--- config.mk ---
export PLATFORM = sky130hd
export DESIGN_NAME = mem_port_arbiter
export DESIGN_NICKNAME = d
export VERILOG_FILES = /design/src/rtl/mem_port_arbiter_pkg.sv /design/src/rtl/rr_arb2.sv /design/src/rtl/mem_port_arbiter.sv
export SDC_FILE = /design/constraint.sdc
export NUM_CORES = 1
export LEC_CHECK = 0
export ABC_AREA = 0
export ABC_CLOCK_PERIOD_IN_PS = 1900
export BUFFER_PORTS_ARGS = -buffer_cell sky130_fd_sc_hd__buf_2
export CORE_AREA = 2 2 208 210
export DETAILED_ROUTE_END_ITERATION = 8
export DIE_AREA = 0 0 210 212
export SLEW_MARGIN = 10
export SYNTH_ARGS = -nofsm -noshare
export SYNTH_HDL_FRONTEND = slang
export SYNTH_SLANG_ARGS = --single-unit
--- constraint.sdc ---
create_clock -name clk -period 1.9 [get_ports clk]
set_input_delay 0.285 -clock clk [delete_from_list [all_inputs] [get_ports clk]]
set_output_delay 0.285 -clock clk [all_outputs]
set_load 0.1 [all_outputs]
--- src/rtl/mem_port_arbiter_pkg.sv ---
// Shared types and defaults for the fetch/data memory port arbiter.
//   ADDR_W_DEF / DATA_W_DEF : default address and data widths
//   arb_state_e             : arbiter FSM states
//   req_id_e                : requester identity (fetch or data port)
//   other_id()              : the requester that is not the given one
package mem_arb_pkg;

  localparam int ADDR_W_DEF = 64;
  localparam int DATA_W_DEF = 64;

  typedef enum logic [1:0] {
    ST_IDLE = 2'd0,
    ST_BUSY = 2'd1,
    ST_RESP = 2'd2
  } arb_state_e;

  typedef enum logic {
    REQ_I = 1'b0,
    REQ_D = 1'b1
  } req_id_e;

  function automatic req_id_e other_id(input req_id_e id);
    return (id == REQ_I) ? REQ_D : REQ_I;
  endfunction

endpackage

--- src/rtl/rr_arb2.sv ---
// Two-way round-robin picker, purely combinational.
//   req   : request vector, bit 0 = fetch (REQ_I), bit 1 = data (REQ_D)
//   last  : requester granted most recently
//   grant : selected requester; only meaningful when req is non-zero
module rr_arb2
  import mem_arb_pkg::*;
(
  input  logic [1:0] req,
  input  req_id_e    last,
  output req_id_e    grant
);

  // Lone requester wins; on a tie the one not served last wins.
  always_comb begin
    grant = last;
    case (req)
      2'b01:   grant = REQ_I;
      2'b10:   grant = REQ_D;
      2'b11:   grant = other_id(last);
      default: grant = last;
    endcase
  end

endmodule

--- src/rtl/mem_port_arbiter.sv ---
// Arbitrates a fetch port (i_*) and a data port (d_*) onto a single cache
// port (m_*). One transaction is in flight at a time: grant, wait for the
// cache completion, then one response cycle back to the owner.
//   clk, reset           : clock, synchronous active-high reset
//   i_req/i_addr         : fetch request, held until i_gnt
//   i_cancel             : fetch redirect, discards the in-flight fetch data
//   i_gnt/i_valid/i_rdata: fetch accept pulse, response pulse and data
//   d_req/d_write/d_addr/d_wdata/d_be : data request, held until d_gnt
//   d_gnt/d_valid/d_rdata: data accept pulse, response pulse, load data
//   m_req/m_write/m_addr/m_wdata/m_be : latched cache request, level
//   m_rdata/m_data_valid/m_write_complete : cache responses
module mem_port_arbiter
  import mem_arb_pkg::*;
#(
  parameter int ADDR_W = ADDR_W_DEF,
  parameter int DATA_W = DATA_W_DEF
) (
  input  logic                clk,
  input  logic                reset,
  input  logic                i_req,
  input  logic [ADDR_W-1:0]   i_addr,
  input  logic                i_cancel,
  output logic                i_gnt,
  output logic                i_valid,
  output logic [DATA_W-1:0]   i_rdata,
  input  logic                d_req,
  input  logic                d_write,
  input  logic [ADDR_W-1:0]   d_addr,
  input  logic [DATA_W-1:0]   d_wdata,
  input  logic [DATA_W/8-1:0] d_be,
  output logic                d_gnt,
  output logic                d_valid,
  output logic [DATA_W-1:0]   d_rdata,
  output logic                m_req,
  output logic                m_write,
  output logic [ADDR_W-1:0]   m_addr,
  output logic [DATA_W-1:0]   m_wdata,
  output logic [DATA_W/8-1:0] m_be,
  input  logic [DATA_W-1:0]   m_rdata,
  input  logic                m_data_valid,
  input  logic                m_write_complete
);

  localparam int BE_W = DATA_W / 8;

  arb_state_e state_r;
  req_id_e    owner_r;
  req_id_e    last_grant_r;
  logic       drop_r;

  logic [1:0] req_vec_s;
  req_id_e    pick_s;
  logic       done_s;
  logic       drop_now_s;

  assign req_vec_s = {d_req, i_req};

  rr_arb2 u_rr_arb2 (
    .req   (req_vec_s),
    .last  (last_grant_r),
    .grant (pick_s)
  );

  // Only the response matching the latched direction completes a transaction.
  assign done_s = (state_r == ST_BUSY) &&
                  (m_write ? m_write_complete : m_data_valid);

  // A cancel seen in the completion cycle itself still drops the fetch.
  assign drop_now_s = drop_r || ((owner_r == REQ_I) && i_cancel);

  // FSM, cache request latch and registered responses.
  always_ff @(posedge clk) begin
    if (reset) begin
      state_r      <= ST_IDLE;
      owner_r      <= REQ_I;
      last_grant_r <= REQ_I;
      drop_r       <= 1'b0;
      m_req        <= 1'b0;
      m_write      <= 1'b0;
      m_addr       <= {ADDR_W{1'b0}};
      m_wdata      <= {DATA_W{1'b0}};
      m_be         <= {BE_W{1'b0}};
      i_gnt        <= 1'b0;
      d_gnt        <= 1'b0;
      i_valid      <= 1'b0;
      d_valid      <= 1'b0;
      i_rdata      <= {DATA_W{1'b0}};
      d_rdata      <= {DATA_W{1'b0}};
    end else begin
      i_gnt   <= 1'b0;
      d_gnt   <= 1'b0;
      i_valid <= 1'b0;
      d_valid <= 1'b0;
      case (state_r)
        // RESP arbitrates like IDLE so a waiting requester is granted in the
        // cycle right after the response pulse.
        ST_IDLE, ST_RESP: begin
          if (|req_vec_s) begin
            state_r      <= ST_BUSY;
            owner_r      <= pick_s;
            last_grant_r <= pick_s;
            drop_r       <= 1'b0;
            m_req        <= 1'b1;
            if (pick_s == REQ_D) begin
              m_write <= d_write;
              m_addr  <= d_addr;
              m_wdata <= d_wdata;
              m_be    <= d_be;
              d_gnt   <= 1'b1;
            end else begin
              m_write <= 1'b0;
              m_addr  <= i_addr;
              m_wdata <= {DATA_W{1'b0}};
              m_be    <= {BE_W{1'b1}};
              i_gnt   <= 1'b1;
            end
          end else begin
            state_r <= ST_IDLE;
          end
        end
        ST_BUSY: begin
          if ((owner_r == REQ_I) && i_cancel) begin
            drop_r <= 1'b1;
          end else begin
            drop_r <= drop_r;
          end
          if (done_s) begin
            state_r <= ST_RESP;
            m_req   <= 1'b0;
            if (owner_r == REQ_D) begin
              d_valid <= 1'b1;
              d_rdata <= m_write ? {DATA_W{1'b0}} : m_rdata;
            end else if (!drop_now_s) begin
              i_valid <= 1'b1;
              i_rdata <= m_rdata;
            end else begin
              i_valid <= 1'b0;
            end
          end else begin
            state_r <= ST_BUSY;
          end
        end
        default: begin
          state_r <= ST_IDLE;
          m_req   <= 1'b0;
        end
      endcase
    end
  end

endmodule

==> summary by stage <==
GRT
The first global-routing pass estimated 63310 um of wire. The global-route usage over all layers is 17.97%. The number of global-route vias before repair is 11140. The initial antenna violation count came to 9. After global routing the overflow that remains totals 0.

The largest net degree at the start of global routing is 146.

Detailed routing
Summing over every cut layer, the via total after detailed routing is 11470. The number of remaining DRC errors is 0. The routed via count divided by cell count is 4.921. The count of antenna-violating nets left after detailed routing is 0. Before antenna repair, the detailed router went through 5 iterations.

The overall routed net length is 42770 um. The detailed router finished its first iteration with 786 violations. The final routed wire length divided by cell count is 18.35 um.

Placed design
The final weighted congestion of routability-driven global placement is 0.7790. The number of input and output port buffers inserted is 541. The post-detailed-placement half-perimeter wirelength is 28810 um.

Synth
The cell area after synthesis is 11090 um^2. The portion of the post-synthesis area used by sequential elements is 49.48%. Synthesis produced a netlist with a net count of 1426. The dominant register cell in the synthesized netlist is sky130_fd_sc_hd__dfxtp_1.

In this run the mean area of a mapped cell was 9.607 um^2. Of all flip-flops after synthesis, the portion carrying an async set or reset was 0%. The synthesized design contains 0 enable-type register cells.

The number of flip-flops and latches in the synthesized netlist is 274. For this run, the number of Yosys warnings is 0. The number of distinct library cell variants in the gate-level netlist after synthesis is 36. The count of mapped cells out of synthesis is 1154.

Layout
In the final layout, the share of cells above drive strength 1 is 36.51%. The most common cell after layout, fill and taps aside is sky130_fd_sc_hd__buf_2. Cells fill 39.51% of the core in the end. The number of inserted filler cells in the final layout is 4243. The net count of the finished layout is 2034.

Leaving out fill and tap cells, the most frequent cells in the layout are sky130_fd_sc_hd__buf_2, sky130_fd_sc_hd__dfxtp_1, sky130_fd_sc_hd__nand2b_1, sky130_fd_sc_hd__o21ai_0, sky130_fd_sc_hd__dlygate4sd3_1. The area growth from synthesis to layout is 51.47%.

Floorplan
Row generation in the floorplan step produced 76 rows. The initial standard-cell utilization of the core is 26.08%. The horizontal die dimension is 210 um. The placeable core region is 42510 um^2. The die is 212 um tall. The floorplan step defined a die boundary enclosing 44520 um^2. The number of I/O pins is 542.

STA
Adding up every negative setup slack in the final design gives 0 ps. The measured slew at the worst slew-check pin is 587.7 ps. The final period demand of the worst path is 1783 ps. Static timing analysis puts the maximum clock frequency at 560.8 MHz. The total count of max-transition violations in the final report is 0. Setup repair after global routing left no endpoint under its margin. Setup violations remaining at the end of the flow were counted as 0. The setup skew after layout is 27.14 ps.

The final count of hold timing violations is 0. The final period utilization is 93.84%. In this run the tightest slew margin relative to its limit is 60.82%.

Setup path
For the worst setup path, the data required time is 1620 ps. The setup check on the worst reg-to-reg path leaves a slack of 130 ps. The kind of end point of the critical path is an output pin. At the worst endpoint, the arrival time is 1500 ps.

The maximum fanout encountered on the critical timing path is 66. By startpoint and endpoint, the worst setup path is classified as reg2out. The depth of the worst register-to-register path is 5.

STA classifies the critical path startpoint as a flop.

Clocking
The clock latency on the worst-skew pair is 540 ps. The depth of the CTS H-tree is 2. CTS placed an instance of sky130_fd_sc_hd__clkbuf_16 at the clock tree root. TritonCTS built the clock tree. Clock-pin slew was measured on the worst setup and hold paths at 60 ps. TritonCTS created 34 clock buffers. The total clock sinks is 274. The maximum buffer depth of the clock tree is 3.

Power
The static power due to leakage is 7.343 nW. The largest vdd supply drop is 0.5070 mV. The areal power density over the cells is 1018 nW/um^2.

Hold path
The classification of the worst-slack hold path is in2reg. The number of cells on the worst hold path is 3.

Run status
The run finished with clean final reports.

Flow run
Max-cap violations in this run came to 0.
[state kept, by name (all words and copies together), names as in the netlist, 2 cells and up]
signal and flops:
m_addr 64, d_rdata 64, m_be 8, state_r 2, m_wdata 64, i_rdata 64
[kinds of logic after synthesis]
kind of cell,Yosys count,synth area share (%)
simple gates,348,18.75
compound gates,336,19.96
flops,274,49.48
buf+inv,131,5.913
mux,65,5.902
[metrics by stage]
| stage | cells | cell area (um^2) | worst slack [ps] | hold WS (ps) | power [mW] |
|---|---|---|---|---|---|
| after global routing | 2330 | 16790 | 28.20 | 7.701 | 17.78 |
| final | 2331 | 16790 | 117.0 | 38.30 | 17.10 |
| after floorplan | 1154 | 11090 | 127.0 | 417.6 | 9.626 |
| after CTS | 2325 | 16730 | 23.51 | 0.2958 | 17.26 |
| after detailed placement | 2153 | 14510 | 80.25 | 449.1 | 10.69 |
| after global placement | 2153 | 14510 | 140.3 | 452.5 | 10.65 |
[power by group]
part,total (mW),leakage [nW],switching (mW),internal [mW]
clock,6.28,0.520,2.61,3.67
sequential,6.25,2.24,0.175,6.08
combinational,4.56,4.58,3.43,1.13
total,17.1,7.34,6.22,10.9
[cells in the mapped netlist (5+ instances only)]
cell                       count  area (um^2)
sky130_fd_sc_hd__nand4b_1     64        560.5
sky130_fd_sc_hd__buf_12        6        120.1
sky130_fd_sc_hd__nand3_1      64        320.3
sky130_fd_sc_hd__a21oi_1      65        325.3
sky130_fd_sc_hd__a22o_1       65        569.3
sky130_fd_sc_hd__buf_1         5        18.77
sky130_fd_sc_hd__buf_2        34        170.2
sky130_fd_sc_hd__nand2b_1    129        807.0
sky130_fd_sc_hd__nor2_1       77        289.0
sky130_fd_sc_hd__o32ai_1       8        70.07
sky130_fd_sc_hd__o21ai_0     128        640.6
sky130_fd_sc_hd__a311oi_1     64        560.5
sky130_fd_sc_hd__clkbuf_1     79        296.5
sky130_fd_sc_hd__mux2i_1      64        640.6
sky130_fd_sc_hd__dfxtp_1     274         5485
[per-layer routing]
layer | vias up | wire [um] | GRT usage [%] | share of wire (%)
li1 | 5426 | - | - | -
met1 | 5433 | 17310 | 21.34 | 40
met2 | 506 | 20770 | 30.60 | 49
met3 | 92 | 3267 | 5.554 | 7.6
met4 | 14 | 1336 | 6.554 | 3.1
met5 | - | 89 | 0 | 0.21
[layout make-up]
cell class,count,area (um^2),area share [%]
sequential,274,5488,32.68
inverter,1,3.754,0.02235
tap,546,683.2,4.068
clock inverter,11,116.4,0.6929
antenna,2,5.005,0.02980
clock buffer,46,947.2,5.640
multi-input combinational,749,4992,29.73
timing repair buffer,702,4558,27.14
[what timing repair did]
item	4_1_cts	5_1_grt
gates cloned	0	1
setup endpoints to repair	1	5
hold buffers	115	0
buffers inserted	0	3
resized for setup	2	2
hold endpoints to repair	117	0
pin swaps	0	0
[worst max-delay path: stages (launching register included)]
cell	delay [ps]
sky130_fd_sc_hd__dfxtp_2	380
sky130_fd_sc_hd__buf_8	340
sky130_fd_sc_hd__buf_12	230
[worst paths after layout]
| kind | startpoint | endpoint |
|---|---|---|
| worst max register to register | drop_r$_SDFFE_PP0P_ | i_rdata[12]$_SDFFE_PP0P_ |
| worst min-delay path | d_addr[4] | m_addr[4]$_SDFFE_PP0P_ |
| worst min register to register | d_rdata[3]$_SDFFE_PP0P_ | d_rdata[3]$_SDFFE_PP0P_ |
| worst max-delay path | m_write$_SDFFE_PP0P_ | m_write |
(Power assumes the default switching activity.)
